**src/rtl/bcd_alu_if.sv**
```systemverilog
// Operation request/result bundle for bcd_alu: request fields driven by the
// master, status and result fields driven by the ALU (slave).
interface bcd_alu_if #(parameter int DIGITS = 6);
    logic                  start;
    logic [1:0]            op;
    logic [4*DIGITS-1:0]   a;
    logic [4*DIGITS-1:0]   b;
    logic                  busy;
    logic                  done;
    logic [4*DIGITS-1:0]   result;
    logic                  neg;
    logic                  ovf;
    logic                  err;

    modport master (
        output start, op, a, b,
        input  busy, done, result, neg, ovf, err
    );

    modport slave (
        input  start, op, a, b,
        output busy, done, result, neg, ovf, err
    );
endinterface

```
**src/rtl/bcd_alu.sv**
```systemverilog
// Packed-BCD ALU: single-cycle add/sub, digit-serial shift-and-add multiply.
// Optional macro BCD_ALU_SAT_EN saturates add/mul results to all 9s on overflow.
module bcd_alu #(
    parameter int DIGITS = 6
) (
    input  logic      CLOCK_50,
    input  logic      rst,
    bcd_alu_if.slave  bus
);

    localparam int W  = 4 * DIGITS;
    localparam int AW = 8 * DIGITS;
    localparam int DW = $clog2(DIGITS);
    localparam logic [DW-1:0] DIG_MAX = DW'(DIGITS - 1);
    localparam logic [W-1:0]  ALL9 = {DIGITS{4'h9}};
`ifdef BCD_ALU_SAT_EN
    localparam bit SAT_EN = 1'b1;
`else
    localparam bit SAT_EN = 1'b0;
`endif

    typedef enum logic [1:0] {IDLE, MSHIFT, MADD, DONE} state_t;

    // One decimal digit add; bit 4 of the return value is the decimal carry.
    function automatic logic [4:0] digit_add(input logic [3:0] x, input logic [3:0] y,
                                             input logic cin);
        logic [4:0] s;
        s = {1'b0, x} + {1'b0, y} + {4'd0, cin};
        if (s > 5'd9) s = s + 5'd6;
        return s;
    endfunction

    function automatic logic [W:0] bcd_add_w(input logic [W-1:0] x, input logic [W-1:0] y,
                                             input logic cin);
        logic       c;
        logic [4:0] s;
        logic [W:0] r;
        c = cin;
        r = '0;
        for (int i = 0; i < DIGITS; i++) begin
            s = digit_add(x[4*i +: 4], y[4*i +: 4], c);
            r[4*i +: 4] = s[3:0];
            c = s[4];
        end
        r[W] = c;
        return r;
    endfunction

    // The product never exceeds 2*DIGITS digits, so the final carry is dropped.
    function automatic logic [AW-1:0] bcd_add_acc(input logic [AW-1:0] x, input logic [AW-1:0] y);
        logic          c;
        logic [4:0]    s;
        logic [AW-1:0] r;
        c = 1'b0;
        r = '0;
        for (int i = 0; i < 2*DIGITS; i++) begin
            s = digit_add(x[4*i +: 4], y[4*i +: 4], c);
            r[4*i +: 4] = s[3:0];
            c = s[4];
        end
        return r;
    endfunction

    function automatic logic [W-1:0] nines(input logic [W-1:0] x);
        logic [W-1:0] r;
        for (int i = 0; i < DIGITS; i++) r[4*i +: 4] = 4'd9 - x[4*i +: 4];
        return r;
    endfunction

    function automatic logic [W-1:0] tens_comp(input logic [W-1:0] x);
        logic         c;
        logic [4:0]   s;
        logic [W-1:0] r;
        c = 1'b1;
        for (int i = 0; i < DIGITS; i++) begin
            s = digit_add(4'd9 - x[4*i +: 4], 4'd0, c);
            r[4*i +: 4] = s[3:0];
            c = s[4];
        end
        return r;
    endfunction

    function automatic logic has_bad(input logic [W-1:0] x);
        logic bad;
        bad = 1'b0;
        for (int i = 0; i < DIGITS; i++) if (x[4*i +: 4] > 4'd9) bad = 1'b1;
        return bad;
    endfunction

    function automatic logic [W-1:0] sat_fit(input logic [W-1:0] r, input logic o);
        return (SAT_EN && o) ? ALL9 : r;
    endfunction

    state_t          state_q, state_d;
    logic [W-1:0]    a_q, a_d, b_q, b_d;
    logic [AW-1:0]   acc_q, acc_d;
    logic [3:0]      cnt_q, cnt_d;
    logic [DW-1:0]   dig_q, dig_d;
    logic [W-1:0]    result_q, result_d;
    logic            neg_q, neg_d, ovf_q, ovf_d, err_q, err_d;
    logic [W:0]      add_r;
    logic [3:0]      cur_dig;
    logic            mul_fin, mul_ovf;

    always_comb begin
        state_d  = state_q;
        a_d      = a_q;
        b_d      = b_q;
        acc_d    = acc_q;
        cnt_d    = cnt_q;
        dig_d    = dig_q;
        result_d = result_q;
        neg_d    = neg_q;
        ovf_d    = ovf_q;
        err_d    = err_q;
        add_r    = '0;
        cur_dig  = b_q[4*dig_q +: 4];
        mul_fin  = 1'b0;
        mul_ovf  = 1'b0;

        case (state_q)
            IDLE: begin
                if (bus.start) begin
                    a_d   = bus.a;
                    b_d   = bus.b;
                    acc_d = '0;
                    cnt_d = '0;
                    dig_d = DIG_MAX;
                    if (has_bad(bus.a) || has_bad(bus.b) || bus.op == 2'b11) begin
                        result_d = '0;
                        neg_d    = 1'b0;
                        ovf_d    = 1'b0;
                        err_d    = 1'b1;
                        state_d  = DONE;
                    end else if (bus.op == 2'b00) begin
                        add_r    = bcd_add_w(bus.a, bus.b, 1'b0);
                        result_d = sat_fit(add_r[W-1:0], add_r[W]);
                        neg_d    = 1'b0;
                        ovf_d    = add_r[W];
                        err_d    = 1'b0;
                        state_d  = DONE;
                    end else if (bus.op == 2'b01) begin
                        // No carry out means a < b: the sum is the 10's complement of b-a.
                        add_r    = bcd_add_w(bus.a, nines(bus.b), 1'b1);
                        result_d = add_r[W] ? add_r[W-1:0] : tens_comp(add_r[W-1:0]);
                        neg_d    = ~add_r[W];
                        ovf_d    = 1'b0;
                        err_d    = 1'b0;
                        state_d  = DONE;
                    end else begin
                        state_d  = MSHIFT;
                    end
                end
            end
            MSHIFT: begin
                acc_d = {acc_q[AW-5:0], 4'd0};
                cnt_d = cur_dig;
                if (cur_dig != 4'd0)    state_d = MADD;
                else if (dig_q == '0)   mul_fin = 1'b1;
                else                    dig_d = dig_q - DW'(1);
            end
            MADD: begin
                acc_d = bcd_add_acc(acc_q, {{W{1'b0}}, a_q});
                cnt_d = cnt_q - 4'd1;
                if (cnt_q == 4'd1) begin
                    if (dig_q == '0) begin
                        mul_fin = 1'b1;
                    end else begin
                        dig_d   = dig_q - DW'(1);
                        state_d = MSHIFT;
                    end
                end
            end
            default: state_d = IDLE;
        endcase

        if (mul_fin) begin
            mul_ovf  = |acc_d[AW-1:W];
            result_d = sat_fit(acc_d[W-1:0], mul_ovf);
            neg_d    = 1'b0;
            ovf_d    = mul_ovf;
            err_d    = 1'b0;
            state_d  = DONE;
        end
    end

    always_ff @(posedge CLOCK_50) begin
        if (rst) begin
            state_q  <= IDLE;
            a_q      <= '0;
            b_q      <= '0;
            acc_q    <= '0;
            cnt_q    <= '0;
            dig_q    <= '0;
            result_q <= '0;
            neg_q    <= 1'b0;
            ovf_q    <= 1'b0;
            err_q    <= 1'b0;
        end else begin
            state_q  <= state_d;
            a_q      <= a_d;
            b_q      <= b_d;
            acc_q    <= acc_d;
            cnt_q    <= cnt_d;
            dig_q    <= dig_d;
            result_q <= result_d;
            neg_q    <= neg_d;
            ovf_q    <= ovf_d;
            err_q    <= err_d;
        end
    end

    assign bus.busy   = (state_q == MSHIFT) || (state_q == MADD);
    assign bus.done   = (state_q == DONE);
    assign bus.result = result_q;
    assign bus.neg    = neg_q;
    assign bus.ovf    = ovf_q;
    assign bus.err    = err_q;

endmodule

```
**src/flat_wrapper.sv**
```systemverilog
// flat-port wrapper written by rule: the top's interface ports become plain ports
module bcd_alu_flat 
#(
    parameter int DIGITS = 6
)
  (CLOCK_50, rst, bus_start, bus_op, bus_a, bus_b, bus_busy, bus_done, bus_result, bus_neg, bus_ovf, bus_err);
  bcd_alu_if #(.DIGITS(DIGITS)) bus_i ();
  input  logic CLOCK_50;
  input  logic rst;
  input wire logic [$bits(bus_i.start)-1:0] bus_start;
  input wire logic [$bits(bus_i.op)-1:0] bus_op;
  input wire logic [$bits(bus_i.a)-1:0] bus_a;
  input wire logic [$bits(bus_i.b)-1:0] bus_b;
  output wire logic [$bits(bus_i.busy)-1:0] bus_busy;
  output wire logic [$bits(bus_i.done)-1:0] bus_done;
  output wire logic [$bits(bus_i.result)-1:0] bus_result;
  output wire logic [$bits(bus_i.neg)-1:0] bus_neg;
  output wire logic [$bits(bus_i.ovf)-1:0] bus_ovf;
  output wire logic [$bits(bus_i.err)-1:0] bus_err;
  assign bus_i.start = bus_start;
  assign bus_i.op = bus_op;
  assign bus_i.a = bus_a;
  assign bus_i.b = bus_b;
  assign bus_busy = bus_i.busy;
  assign bus_done = bus_i.done;
  assign bus_result = bus_i.result;
  assign bus_neg = bus_i.neg;
  assign bus_ovf = bus_i.ovf;
  assign bus_err = bus_i.err;
  bcd_alu #(.DIGITS(DIGITS)) u_core (.CLOCK_50(CLOCK_50), .rst(rst), .bus(bus_i));
endmodule
```
**config.mk**
```make
export PLATFORM = sky130hd
export DESIGN_NAME = bcd_alu_flat
export DESIGN_NICKNAME = d
export VERILOG_FILES = /design/src/rtl/bcd_alu_if.sv /design/src/rtl/bcd_alu.sv /design/src/flat_wrapper.sv
export SDC_FILE = /design/constraint.sdc
export NUM_CORES = 1
export LEC_CHECK = 0
export CAP_MARGIN = 15
export CORE_MARGIN = 5
export CORE_UTILIZATION = 50
export DETAILED_ROUTE_END_ITERATION = 8
export GPL_TIMING_DRIVEN = 0
export PLACE_DENSITY = 0.72
export RECOVER_POWER = 50
export SLEW_MARGIN = 0
export SYNTH_ARGS = -nofsm -noshare
export SYNTH_HDL_FRONTEND = slang
export SYNTH_SLANG_ARGS = --single-unit
```
**constraint.sdc**
```tcl
create_clock -name CLOCK_50 -period 16.9 [get_ports CLOCK_50]
set_clock_uncertainty 0.15 [all_clocks]
set_input_delay 1.69 -clock CLOCK_50 [delete_from_list [all_inputs] [get_ports CLOCK_50]]
set_output_delay 1.69 -clock CLOCK_50 [all_outputs]
set_load 0.03 [all_outputs]
```
==> results.yml, run 1 <==
outcome:
  outcome: "finished, final reports clean"
clock_tree:
  clockRootBuffer: "clkbuf_16"
  clk_pin_slew_worst_paths_ns: 0.06
  insertion_delay_ns: 0.43
  cts_tree: "built"
  cts.sinks: 132
  cts.htree.levels: 4
  cts_made_buffers: 17
  clockBufferDepth: 2
job:
  drv_cap: 0
synth:
  synth-edff-count: 0
  synth.top_cell.area_share_pct: 19.46
  postSynthCellCount: 1742
  netlist.top_cell.by_area: "dfxtp_1"
  avgSynthCellArea_um2: 7.796
  synthMuxAreaShare_pct: 5.049
  synthAdderAreaFrac_pct: 18.41
  synth_most_common_cell: "nand2_1"
  syn-cell-area_um2: 13580
  async_flop_share_pct: 0
  yosysWarnings: 0
  synthTopCellsByArea: "dfxtp_1, ha_1, a21oi_1, nand2_1, fa_1"
  synthTopCellsByCount: "nand2_1, a21oi_1, ha_1"
  yosys.cell_types.count: 88
  yosysSeqAreaShare_pct: 19.46
  synth_top_family_by_area: "compound AO/OA/AOI/OAI gates"
  synthXorXnorAreaFrac_pct: 5.436
  ys_ff_latch: 132
  synth_compound_area_share_pct: 25.70
  synthFlopType: "dfxtp_1"
  synth_fp_nets: 1975
  synth_simple_gate_area_share_pct: 19.80
sta:
  hold_slack_ns: 0.3061
  final_hold_viol_count: 0
  slew_viol_final: 0
  layout_setup_ws_ns: 0.9117
  fin_crit_sh_pct: 94.61
  slew_headroom_pct: 42.58
  tns_ns: 0
  max_freq_mhz: 62.55
  setup-violations-final: 0
  worstMarginPinSlew_ns: 0.8614
  min_period_ns: 15.99
global_routing:
  track_usage_pct: 27.58
  grt_start_max_net_pins: 17
  grt_overflow: 0
  antenna_found_initial: 1
  grt_pass1_vias: 12700
  grt_pass1_wl_um: 67610
drt:
  ant_nets: 0
  post-route-drc-count: 0
  vias_per_cell: 6.182
  initialDrtViolationCount: 1392
  post_drt_wl_per_cell_um: 19.99
  first_pass_iters: 6
  drt_wl_total_um: 44120
  via_count: 13640
critical_path:
  startpoint: "u_core.acc_q[0]"
  r2r-end: "u_core.bus.ovf"
  crit_required_ns: 17.01
  cp_common_cell: "inv_1"
  worstPathMaxFanout: 9
  arrival_ns: 16.10
  slowest_stage: "fa_2"
  critical-path-top-delay-family: "adder cells"
  reg2regPathDepth: 80
  rrSetupSlack_ns: 0.91
  start_kind: "flip-flop"
  endpoint_kind: "flip-flop"
  r2r_start: "u_core.acc_q[0]"
  critical_path_class: "reg -> reg"
  slowest_delay_ns: 0.55
  critPathBufInv: 9
power:
  p_per_area_nw_per_um2: 162.6
  pwr-share-clk_pct: 14.5
  power_switching_mw: 1.272
  pwr-share-comb_pct: 70.8
  power.share.switching_pct: 49.60
  p_seq_share_pct: 14.7
  fin_total_pwr_mw: 2.565
  p_leak_nw: 6.613
  ir_drop_mv: 0.2660
  p_int_mw: 1.293
final_layout:
  antennaDiodeCount: 0
  fin_nets: 2086
  areaGrowthSynthToFinish_pct: 16.12
  drive_gt1_share_pct: 8.896
die:
  start_util_pct: 50.53
  dieArea_um2: 30560
  io_pins: 82
  core_um2: 26880
  core.rowCount: 60
  die_y_um: 174.8
  die-width_um: 174.8
placed_design:
  routabilityCongestion: 0.9236
  portBuffers: 81
  dpl.hpwl_um: 34520
  place_ws_ns: -0.9195
worst_hold_path:
  hp-start: "u_core.b_q[5]"
  hold_end: "u_core.b_q[5]"
  holdPathStages: 2
  worst_hold_path_type: "reg -> reg"
[power groups by stage]
stage / clock [mW] / sequential, mW / combinational [mW]
CTS: 0.373 / 0.376 / 1.78
global placement: 0 / 0.381 / 1.72
global route: 0.386 / 0.380 / 2.00
detailed placement: 0 / 0.382 / 1.76
floorplan: 0 / 0.378 / 1.34
finish: 0.371 / 0.376 / 1.82
[per-layer routing]
layer / routed length, µm / share of wire (%) / vias up / global-route usage (%)
li1: - / - / 6500 / -
met1: 18330 / 42 / 6414 / 35.73
met2: 20100 / 46 / 604 / 45.56
met3: 3608 / 8.2 / 125 / 4.846
met4: 2082 / 4.7 / 0 / 11.42
met5: 0 / 0 / - / 0
[worst max path at each step]
stage,to,depth (start not counted)
final,u_core.bus.ovf,80
after global placement,u_core.bus.ovf,84
after floorplan,u_core.bus.ovf,85
after detailed placement,u_core.bus.ovf,85
after CTS,u_core.bus.ovf,82
after global routing,u_core.bus.ovf,84
[registers in the layout, indices dropped and copies added, names as in the netlist]
register and count:
u_core.bus.err 1, u_core.bus.ovf 1, u_core.acc_q 48, u_core.state_q 2, u_core.bus.neg 1, u_core.b_q 24
u_core.bus.result 24, u_core.cnt_q 4, u_core.dig_q 3, u_core.a_q 24
[placed cells by master (no fill, tap or decap), types with 27 or more instances in the layout]
cell type	instances
a21o_1	33
a21oi_1	154
clkbuf_1	56
clkdlybuf4s50_1	49
dfxtp_1	132
dlygate4sd3_1	32
fa_1	27
ha_1	136
inv_1	129
mux2i_1	29
nand2_1	206
nand2b_1	27
nand3_1	37
nor2_1	126
nor2b_1	35
nor3_1	28
o21ai_0	79
xnor2_1	30
xor2_1	33
[repair_timing]
action,in CTS,in global routing
setup endpoints to repair,4,4
gates resized for setup,13,42
hold endpoints to repair,0,0
hold buffers,0,0
setup buffers,0,15
pin swaps,1,13
[per-stage QoR]
step,instances,cell area [µm²],utilization [%]
after floorplan,1742,13580,-
after global routing,2207,15770,58.68
after global placement,2164,14820,55.14
final,2207,15770,58.68
after CTS,2192,15450,57.47
after detailed placement,2164,14820,55.14
[cells by family after synthesis]
kind of cell	count (synthesis)
AO/OA/AOI/OAI	521
multiplexers	57
AND/OR/NAND/NOR	566
buffers and inverters	209
flip-flops	132
adder cells (fa/ha/maj)	180
XOR/XNOR	77
[tightest hold or removal path: stages (launching register included)]
cell	delay, ns
dfxtp_1	0.31
nand2_1	0.05
a21oi_1	0.05
[layout make-up]
cell class	instances	area, µm²
well taps	341	426.7
flip-flops and latches	132	2643
multi-input cells	1401	10370
inverters	130	488.0
repair buffers	96	923.4
clock inverters	12	128.9
clock buffers	20	456.7
fillers	2512	11110
plain buffers	75	331.6
No activity file was read; power rests on OpenSTA's default activity.
==> inputs of run 2 (changes only) <==
Settings changed: CORE_MARGIN 5 to unset, CTS_BUF_LIST set to sky130_fd_sc_hd__clkbuf_4 sky130_fd_sc_hd__clkbuf_8.
==> run 2 against run 1 <==
- clock power shrank 22%
- sequential cell count is the same
- critical path depth grew 2
- total power shrank 3.3%
- wire length grew 0.12%
- worst hold slack gained 0.00080 ns
- via count grew 0.78%
- utilization grew 0.60 points
- non-clock buffer count grew 5
- global-route usage grew 3.7 points
==> results.yml, run 2 (synthesis gave the netlist of run 1 again) <==
outcome:
  outcome: "finished, final reports clean"
global_routing:
  grt_pass1_vias: 12770
  track_usage_pct: 31.29
  grt_start_max_net_pins: 17
  antenna_found_initial: 0
  grt_overflow: 0
  grt_pass1_wl_um: 68540
final_layout:
  final_common_cell: "nand2_1"
  final_cell_area_um2: 15620
  areaGrowthSynthToFinish_pct: 15.03
  utilization_pct: 59.27
  final_cell_mix: "nand2_1, a21oi_1, ha_1"
  drive_gt1_share_pct: 9.246
  fin_nets: 2091
  antennaDiodeCount: 0
  largest_reg_flops: 48
  regMostFlops: "u_core.acc_q"
sta:
  layout_setup_ws_ns: 0.8975
  fin_crit_sh_pct: 94.69
  setup-violations-final: 0
  final_hold_viol_count: 0
  worstMarginPinSlew_ns: 0.8981
  max_freq_mhz: 62.49
  min_period_ns: 16.00
  slew_viol_final: 0
  slew_headroom_pct: 40.13
critical_path:
  critical_path_class: "reg -> reg"
  reg2regPathDepth: 82
  endpoint_kind: "flip-flop"
  arrival_ns: 16.16
  r2r-end: "u_core.bus.ovf"
  start_kind: "flip-flop"
  slowest_delay_ns: 0.60
  startpoint: "u_core.acc_q[0]"
  slowest_stage: "fa_2"
  worstPathMaxFanout: 9
  rrSetupSlack_ns: 0.90
  crit_required_ns: 17.06
  cp_common_cell: "inv_1"
  r2r_start: "u_core.acc_q[0]"
power:
  power.share.switching_pct: 51.06
  p_per_area_nw_per_um2: 158.8
  pwr-share-clk_pct: 11.7
  p_seq_share_pct: 15.2
  power_switching_mw: 1.267
  ir_drop_mv: 0.2668
  pwr-share-comb_pct: 73.2
  p_int_mw: 1.214
  p_leak_nw: 6.561
clock_tree:
  cts_tree: "built"
  insertion_delay_ns: 0.48
  cts.htree.levels: 4
  clockBufferDepth: 2
  clk_pin_slew_worst_paths_ns: 0.08
  cts_made_buffers: 17
  cts.sinks: 132
  clockRootBuffer: "clkbuf_8"
job:
  drv_cap: 0
drt:
  first_pass_iters: 8
  initialDrtViolationCount: 1442
  met3WireLength_um: 3586
  wl_met1_um: 18530
  vias_per_cell: 6.233
  post_drt_wl_per_cell_um: 20.02
  wl_met2_um: 20500
  via_count: 13750
  ant_nets: 0
  post-route-drc-count: 0
  drt_wl_total_um: 44170
  highest_layer: "met4"
die:
  die_y_um: 166.8
  core_um2: 26350
  io_pins: 82
  start_util_pct: 51.53
  dieArea_um2: 27820
  die-width_um: 166.8
  core.rowCount: 59
placed_design:
  place_ws_ns: -0.9367
  dpl_cell_area_um2: 14810
  dpl.hpwl_um: 34430
  portBuffers: 81
  routabilityCongestion: 0.9456
worst_hold_path:
  hold_end: "u_core.a_q[12]"
  hp-start: "u_core.a_q[12]"
  holdPathStages: 2
  worst_hold_path_type: "reg -> reg"
run 2: how the worst max path moves through the flow:
stage               slack (ns)  depth (start not counted)              to
floorplan                 1.10                         85  u_core.bus.ovf
global placement         -0.70                         84  u_core.bus.ovf
detailed placement       -0.94                         84  u_core.bus.ovf
CTS                       0.07                         83  u_core.bus.ovf
global route              -0.1                         83  u_core.bus.ovf
finish                    0.90                         82  u_core.bus.ovf
run 2: power by group through the flow:
stage	registers, mW	clock network (mW)	logic [mW]
after global placement	0.381	0	1.71
after floorplan	0.378	0	1.34
final	0.376	0.289	1.82
after detailed placement	0.382	0	1.76
after global routing	0.379	0.301	2.00
after CTS	0.375	0.288	1.77
run 2: layout make-up:
cell class	count	area [µm²]
buffer	75	329.1
clock buffer	17	234.0
clock inverter	15	181.4
fill	2422	10730
inverter	130	488.0
multi-input combinational	1401	10360
sequential	132	2644
tap	335	419.2
timing repair buffer	101	960.9
run 2: repair_timing:
item	4_1_cts	5_1_grt
endpoints found under the setup margin	4	5
hold buffers	0	0
setup buffers	1	19
pin swaps	1	15
gates resized for setup	14	44
run 2: worst max-delay path, delay by kind of cell, from the launching register on:
family | cells | cell delay (ns)
DFF | 1 | 0.35
and+or+nand+nor | 23 | 3.47
xor gates and xnor gates | 5 | 0.98
muxes | 3 | 0.69
buffers and inverters | 12 | 0.91
adders and majority gates | 22 | 6.16
AOI/OAI and AO/OA | 17 | 3.15
run 2: metrics by stage:
step                      power, mW  cells  setup TNS [ns]  hold slack (ns)
after global routing          2.679   2206        -0.09630           0.3238
after CTS                     2.434   2187               0           0.3084
after detailed placement      2.140   2158          -2.781           0.2973
final                         2.481   2206               0           0.3069
after floorplan               1.722   1742               0           0.2815
after global placement        2.092   2158          -1.688           0.2925
run 2: per-layer routing:
layer / vias to the layer above / global-route usage, %
li1: 6515 / -
met1: 6503 / 39.76
met2: 623 / 52.36
met3: 108 / 5.347
met4: 0 / 13.04
met5: - / 0
